### src/rtl/viterbi_traceback.sv
// Traceback stage: picks the minimum-metric survivor on each set and streams its oldest bit.
// One cycle from set acceptance to bit_out. Input stalls while an emitted bit is unaccepted; flush drains the rest of the history.
module viterbi_traceback (
  input  logic       clk,
  input  logic       rst_n,
  input  logic [3:0] metric_00,
  input  logic [3:0] metric_01,
  input  logic [3:0] metric_10,
  input  logic [3:0] metric_11,
  input  logic [7:0] path_00,
  input  logic [7:0] path_01,
  input  logic [7:0] path_10,
  input  logic [7:0] path_11,
  input  logic       valid_in,
  output logic       in_ready,
  input  logic       flush,
  output logic       bit_out,
  output logic       bit_valid,
  input  logic       out_ready,
  output logic [1:0] best_state,
  output logic [3:0] best_metric,
  output logic       flush_done,
  output logic       overrun
);

  typedef enum logic [1:0] {FILL, STREAM, FLUSH} state_t;

  state_t     state;
  logic [2:0] fill_cnt;
  logic [7:0] best_path;
  logic       flush_pending;
  logic [2:0] flush_idx;

  logic [1:0] sel_state;
  logic [3:0] sel_metric;
  logic [7:0] sel_path;
  logic       out_free;
  logic       accept;
  logic       flush_req;
  logic [2:0] flush_start;

  // Strict less-than keeps the earlier (lower) index on ties.
  always_comb begin
    sel_state  = 2'd0;
    sel_metric = metric_00;
    sel_path   = path_00;
    if (metric_01 < sel_metric) begin
      sel_state  = 2'd1;
      sel_metric = metric_01;
      sel_path   = path_01;
    end
    if (metric_10 < sel_metric) begin
      sel_state  = 2'd2;
      sel_metric = metric_10;
      sel_path   = path_10;
    end
    if (metric_11 < sel_metric) begin
      sel_state  = 2'd3;
      sel_metric = metric_11;
      sel_path   = path_11;
    end
  end

  assign out_free    = !bit_valid || out_ready;
  assign in_ready    = rst_n && (state != FLUSH) && !flush_pending && out_free;
  assign accept      = valid_in && in_ready;
  assign flush_req   = flush && (state != FLUSH) && !flush_pending;
  assign flush_start = (state == STREAM) ? 3'd6 : (fill_cnt - 3'd1);

  always_ff @(posedge clk or negedge rst_n) begin
    if (!rst_n) begin
      state         <= FILL;
      fill_cnt      <= 3'd0;
      best_path     <= 8'd0;
      best_state    <= 2'd0;
      best_metric   <= 4'd0;
      bit_out       <= 1'b0;
      bit_valid     <= 1'b0;
      flush_done    <= 1'b0;
      overrun       <= 1'b0;
      flush_pending <= 1'b0;
      flush_idx     <= 3'd0;
    end else begin
      flush_done <= 1'b0;
      if (valid_in && !in_ready)
        overrun <= 1'b1;
      if (bit_valid && out_ready)
        bit_valid <= 1'b0;

      case (state)
        FILL, STREAM: begin
          if (accept) begin
            best_path   <= sel_path;
            best_state  <= sel_state;
            best_metric <= sel_metric;
            if (state == FILL && fill_cnt != 3'd7) begin
              fill_cnt <= fill_cnt + 3'd1;
            end else begin
              state     <= STREAM;
              bit_out   <= sel_path[7];
              bit_valid <= 1'b1;
            end
            if (flush_req)
              flush_pending <= 1'b1;
          end else if (flush_req || flush_pending) begin
            // Drain starts only once the last streamed bit has been taken.
            if (out_free) begin
              if (state == FILL && fill_cnt == 3'd0) begin
                flush_done    <= 1'b1;
                flush_pending <= 1'b0;
              end else begin
                state     <= FLUSH;
                flush_idx <= flush_start;
                bit_out   <= best_path[flush_start];
                bit_valid <= 1'b1;
              end
            end else begin
              flush_pending <= 1'b1;
            end
          end
        end

        FLUSH: begin
          if (bit_valid && out_ready) begin
            if (flush_idx == 3'd0) begin
              state         <= FILL;
              fill_cnt      <= 3'd0;
              flush_pending <= 1'b0;
              flush_done    <= 1'b1;
            end else begin
              flush_idx <= flush_idx - 3'd1;
              bit_out   <= best_path[flush_idx - 3'd1];
              bit_valid <= 1'b1;
            end
          end
        end

        default: state <= FILL;
      endcase
    end
  end

endmodule

### config.mk
export PLATFORM = sky130hd
export DESIGN_NAME = viterbi_traceback
export DESIGN_NICKNAME = d
export VERILOG_FILES = /design/src/rtl/viterbi_traceback.sv
export SDC_FILE = /design/constraint.sdc
export NUM_CORES = 1
export LEC_CHECK = 0
export BUFFER_PORTS_ARGS = -buffer_cell sky130_fd_sc_hd__buf_2
export CORE_MARGIN = 4
export CORE_UTILIZATION = 36
export DETAILED_ROUTE_END_ITERATION = 16
export GPL_ROUTABILITY_DRIVEN = 0
export SLEW_MARGIN = 30
export SYNTH_ARGS = -nofsm -noshare
export SYNTH_HDL_FRONTEND = slang
export SYNTH_SLANG_ARGS = --single-unit
### constraint.sdc
create_clock -name clk -period 5.6 [get_ports clk]
set_clock_uncertainty 0.15 [all_clocks]
set_input_delay 0.28 -clock clk [delete_from_list [all_inputs] [get_ports clk]]
set_output_delay 0.28 -clock clk [all_outputs]
set_load 0.01 [all_outputs]
---- Word level (Yosys, flattened, before mapping) ----
Index checks and enable logic that the tools add are counted.
cells by class
  add/sub/neg operators ................... 3
  muxes and demuxes ....................... 66
  reductions and logical operators ........ 26
  equal/unequal tests ..................... 19
  $lt $le $gt $ge ......................... 5
operator list
  cell                                                         number
  two-way mux 3 bit                                            11
  two-way mux 1 bit                                            31
  two-way mux 8 bit                                            3
  != test 2 bit (second input constant)                        10
  two-way mux 2 bit                                            9
  != test 3 bit (second input constant)                        6
  AND reduction 7 bit                                          2
  less-than comparator 4 bit                                   3
  two-way mux 4 bit                                            3
  one-hot mux 3 bit (2 select lines)                           2
  AND reduction 6 bit                                          2
  logical AND 1 bit                                            10
  less-than comparator 3 x 4 -> 1 bit (second input constant)  2
  one-hot mux 1 bit (2 select lines)                           4
  binary-select mux 1 bit (select 3 bit)                       2
  logical NOT 3 bit                                            2
  subtractor 3 x 1 -> 3 bit (second input constant)            2
  AND reduction 5 bit                                          1
  != test 4 bit (second input constant)                        1
  one-hot mux 2 bit (2 select lines)                           1
  adder 3 x 1 -> 3 bit (second input constant)                 1
  logical NOT 1 bit                                            3
  == test 2 x 1 -> 1 bit (second input constant)               1
  == test 2 bit (second input constant)                        1
  5 further kinds                                              6
word-level totals
  input bits .............................. 53
  output and inout port bits .............. 11
  logic and storage cells ................. 130
  register bits after elaboration ......... 27

---- Logic depth before layout (Yosys ltp) ----
  word-level depth ........................ 9
  depth in mapped cells ................... 21
  mapped depth without buffers ............ 18

---- Worst setup path before layout ----
OpenSTA, ideal clock, no wires.
  path type ............................... in2reg
  start point ............................. in metric_00[3]
  end point ............................... reg best_metric[2]
  arrival ................................. 3.883 ns
  path slack .............................. 1.435 ns
  cell stages on the path ................. 20
  cells stage by stage .................... inv_1 ha_1 a21oi_1 o21a_2 clkbuf_1 a21oi_1 ha_1 nor2b_1 o21ai_0 nor3_1 a31o_2 buf_6 mux2i_1 inv_1 ha_1 a21oi_1 nand2_1 clkbuf_1 o211ai_1 o211ai_2
on the way
  longest elaborated chain between the ends .. 6
RTL lines
  item                        line  text
  start, declared             6     input logic [3:0] metric_00,
  less-than comparator 4 bit  47    if (metric_01 < sel_metric) begin
  two-way mux 4 bit (*)       47
  less-than comparator 4 bit  52    if (metric_10 < sel_metric) begin
  two-way mux 4 bit (*)       52
  less-than comparator 4 bit  57    if (metric_11 < sel_metric) begin
  two-way mux 4 bit (*)       57
  end signal, assigned        95    best_metric <= sel_metric;
  end, declared               21    output logic [3:0] best_metric,
Mark *: on every way between the ends. The rest lies on a longest branch, timed or not.
A chain may end at the register's enable or synchronous reset.

---- Worst setup path in the final report ----
  start point ............................. in metric_00[3]
  end point ............................... reg best_metric[0]
The elaborated chain is that of the path after synthesis.

==> reports/qor.txt <==
status -> finished, final reports clean
min Tclk post-route -> 4.576 ns
CP max stage cell -> or2_4
Setup TNS Final -> 0 ns
Synthesized Nets -> 352
DRT antenna net count -> 0
Avg Cell Area, Syn -> 8.387 sq um
Final Max Slew Viols -> 0
RSZ-0062 raised after global routing -> false
Comb pwr share -> 0.476
area leader, netlist -> dfrtp_1
synth cell count leaders -> nand2_1 (62), dfrtp_1 (27), inv_1 (20)
Max IR drop VDD -> 132.0 uV
Area contributors post-synth -> dfrtp_1 (28%), nand2_1 (9.8%), ha_1 (8.4%)
total power draw -> 0.7456 mW
Core Region -> 6386 sq um
post-cts sizing count -> 0
Slew @ Worst Pin -> 0.7391 ns
initial antenna violation count -> 0
Area Growth Syn to Fin -> 16.87%
clock share of power -> 0.154
row count -> 29
global-route wire length before repair -> 9542 um
CTS max path bufs -> 2
routed wire length -> 5743 um
critical path arrival -> 4.60 ns
synthesis warning total -> 0
Filler cells -> 676
Tightest Hold Check Type -> input port to register
P per Cell Area -> 268.8 nW/um^2
sequential power share -> 0.370
Post-Synth Adder-Cell Area -> 0.08434
final count of negative-setup-slack endpoints -> 0
Die Height -> 89.20 um
Synth Area in Compound Gates -> 0.2683
relative slew slack -> 0.5040
Starting Density -> 0.3717
Worst Path Required -> 5.63 ns
EDFF count, synth -> 0
leakage -> 1.353 nW
post-synth cell types -> 48
routed len/inst -> 13.87 um
Setup CP Type -> input port to register
most common cell in the netlist -> nand2_1
Max stage delay on crit path -> 0.43 ns
placed cell area -> 2713 sq um
Fmax -> 218.5 MHz
Clock Latency Late Sink -> 0.28 ns
CP max FO -> 14
Congestion Overflow GR -> 0
DRC viols -> 0
asr flop ratio synth -> 1.000
CP Buf/Inv Count -> 3
largest family of logic cells by synthesized area -> compound AO/OA/AOI/OAI gates
Simple-Gate Fraction of Synth Area -> 0.2008
Most used DFF post-synth -> dfrtp_1
Vias/cell -> 5.370
DIE AREA -> 7957 sq um
Layout Nets -> 407
# diodes -> 0
Top-Level Pins -> 64
Fin. Hold Viols -> 0
Net Sw Power -> 0.3082 mW
total CTS buffers -> 3
vias in the first global route -> 2104
Worst Hold Path Cells -> 3
clock sink total -> 27
Fin Hold WS -> 0.08906 ns
Detailed Route Iter0 Violations -> 129
Horiz. Die Dim -> 89.20 um
depth of the most critical reg-to-reg path -> 7
gr usage total -> 0.1488
final non-filler cell total -> 414
share of cells above drive strength 1 -> 0.2938
HPWL Detailed -> 4674 um
post-CTS setup buffers -> 0
CTS clk-pin slew, worst paths -> 0.10 ns
Syn Inst Count -> 283
Placed Cells -> 409
sequential share of the synthesized area -> 0.2847
number of synthesized register bits -> 27
Mapped Area -> 2374 sq um
CTS tree -> built
Critical Path End Type -> register
vias after detailed routing -> 2223
Worst setup SP type -> input port
Synth top area share -> 0.2847
CTS root buf -> clkbuf_8
Switching Fraction -> 0.4133
design area -> 2774 sq um
fin crit share -> 0.8171
CP Cell Sequence -> buf_2 > inv_1 > ha_1 > a21oi_1 > o21a_2 > a21oi_1 > ha_1 > nor2b_1 > o21ai_0 > nor3_1 > a31o_2 > mux2i_1 > inv_1 > ha_1 > a21oi_1 > nand2_1 > or2_4 > o311ai_1
CP delay by family, top -> compound AO/OA/AOI/OAI gates
proportion of synthesized area in mux cells -> 0.09120
MaxCap Viol Count -> 0
largest net degree at the start of global routing -> 29
xor/xnor cell area share of the yosys netlist -> 0.007380
CTS H-Tree Depth -> 1
internal power -> 0.4374 mW
Crit path depth -> 18
first-pass iteration count of the detailed router -> 4
Buffers on Ports -> 63
-- final cells by class --
class                      instances  area (sq um)  share of cell area
sequential                        27         675.6              0.2436
clock inverter                     1         5.005            0.001804
multi-input combinational        222          1555              0.5607
tap                               77         96.34             0.03473
inverter                          20         75.07             0.02706
timing repair buffer              64         325.3              0.1173
clock buffer                       3         41.29             0.01488
-- layout by cell type (no fill, tap or decap), types with 3 or more instances in the layout --
cell,count
a21oi_1,12
a31oi_1,3
buf_2,63
clkbuf_8,3
dfrtp_1,27
ha_1,16
inv_1,20
mux2_1,3
mux2_2,6
mux2i_1,7
nand2_1,62
nand2b_1,4
nand3_1,6
nor2_1,13
nor2b_1,5
nor3_1,4
o2111ai_1,3
o211ai_1,11
o211ai_2,13
o21ai_0,17
-- worst register-to-register path, cell delays in order (launching register included) --
cell and delay, ns:
dfrtp_1 0.70, nand2b_1 0.30, nand4_1 0.37, and2_1 0.26, a22oi_1 0.10, a21oi_1 0.38
o21ai_0 0.17, a32o_1 0.23
-- power groups by stage --
stage               registers, mW  clock network, mW  logic, mW
global route                0.283              0.126      0.406
floorplan                   0.260                  0      0.284
finish                      0.276              0.115      0.355
CTS                         0.276              0.121      0.358
detailed placement          0.280                  0      0.357
global placement            0.279                  0      0.351
-- cell families after synthesis --
kind of cell	Yosys count
AND/OR/NAND/NOR	105
AO/OA/AOI/OAI	81
buffers and inverters	34
flip-flops	27
multiplexers	18
adder cells (fa/ha/maj)	16
XOR/XNOR	2
-- flip-flops by register name, summed over array words and instances (netlist names) --
register       cells
best_metric        4
flush_done         1
best_state         2
bit_valid          1
flush_idx          3
fill_cnt           3
bit_out            1
overrun            1
best_path          8
flush_pending      1
state              2
-- per-stage QoR --
step,utilization,setup WS (ns)
3_5_place_dp,0.4248,0.7466
5_1_grt,0.4344,0.6143
4_1_cts,0.4336,1.037
6_report,0.4344,1.024
2_1_floorplan,-,1.435
3_3_place_gp,0.4248,0.9160
-- per-layer routing --
layer	up-vias	wire, um	global-route usage	share of wire
met1	1050	2691	0.2028	0.47
met3	4	229	0.01935	0.040
met5	-	0	0	0
met4	0	41	0.02842	0.0071
li1	1122	-	-	-
met2	47	2780	0.2539	0.48
-- timing repair --
| action | 4_1_cts | 5_1_grt |
|---|---|---|
| hold endpoints to repair | 27 | 0 |
| hold buffers | 1 | 0 |
| setup endpoints to repair | 0 | 0 |
-- final timing paths --
kind                              startpoint             end  slack (ns)
worst max-delay path            metric_00[3]  best_metric[0]        1.02
max in group asynchronous              rst_n         bit_out        4.48
worst min-delay path                valid_in         overrun        0.09
worst max register to register      state[1]    flush_idx[2]        2.83
worst min register to register       overrun         overrun        0.34
min in group asynchronous              rst_n    flush_idx[2]        0.40
Power figures use the tool's default switching activity.
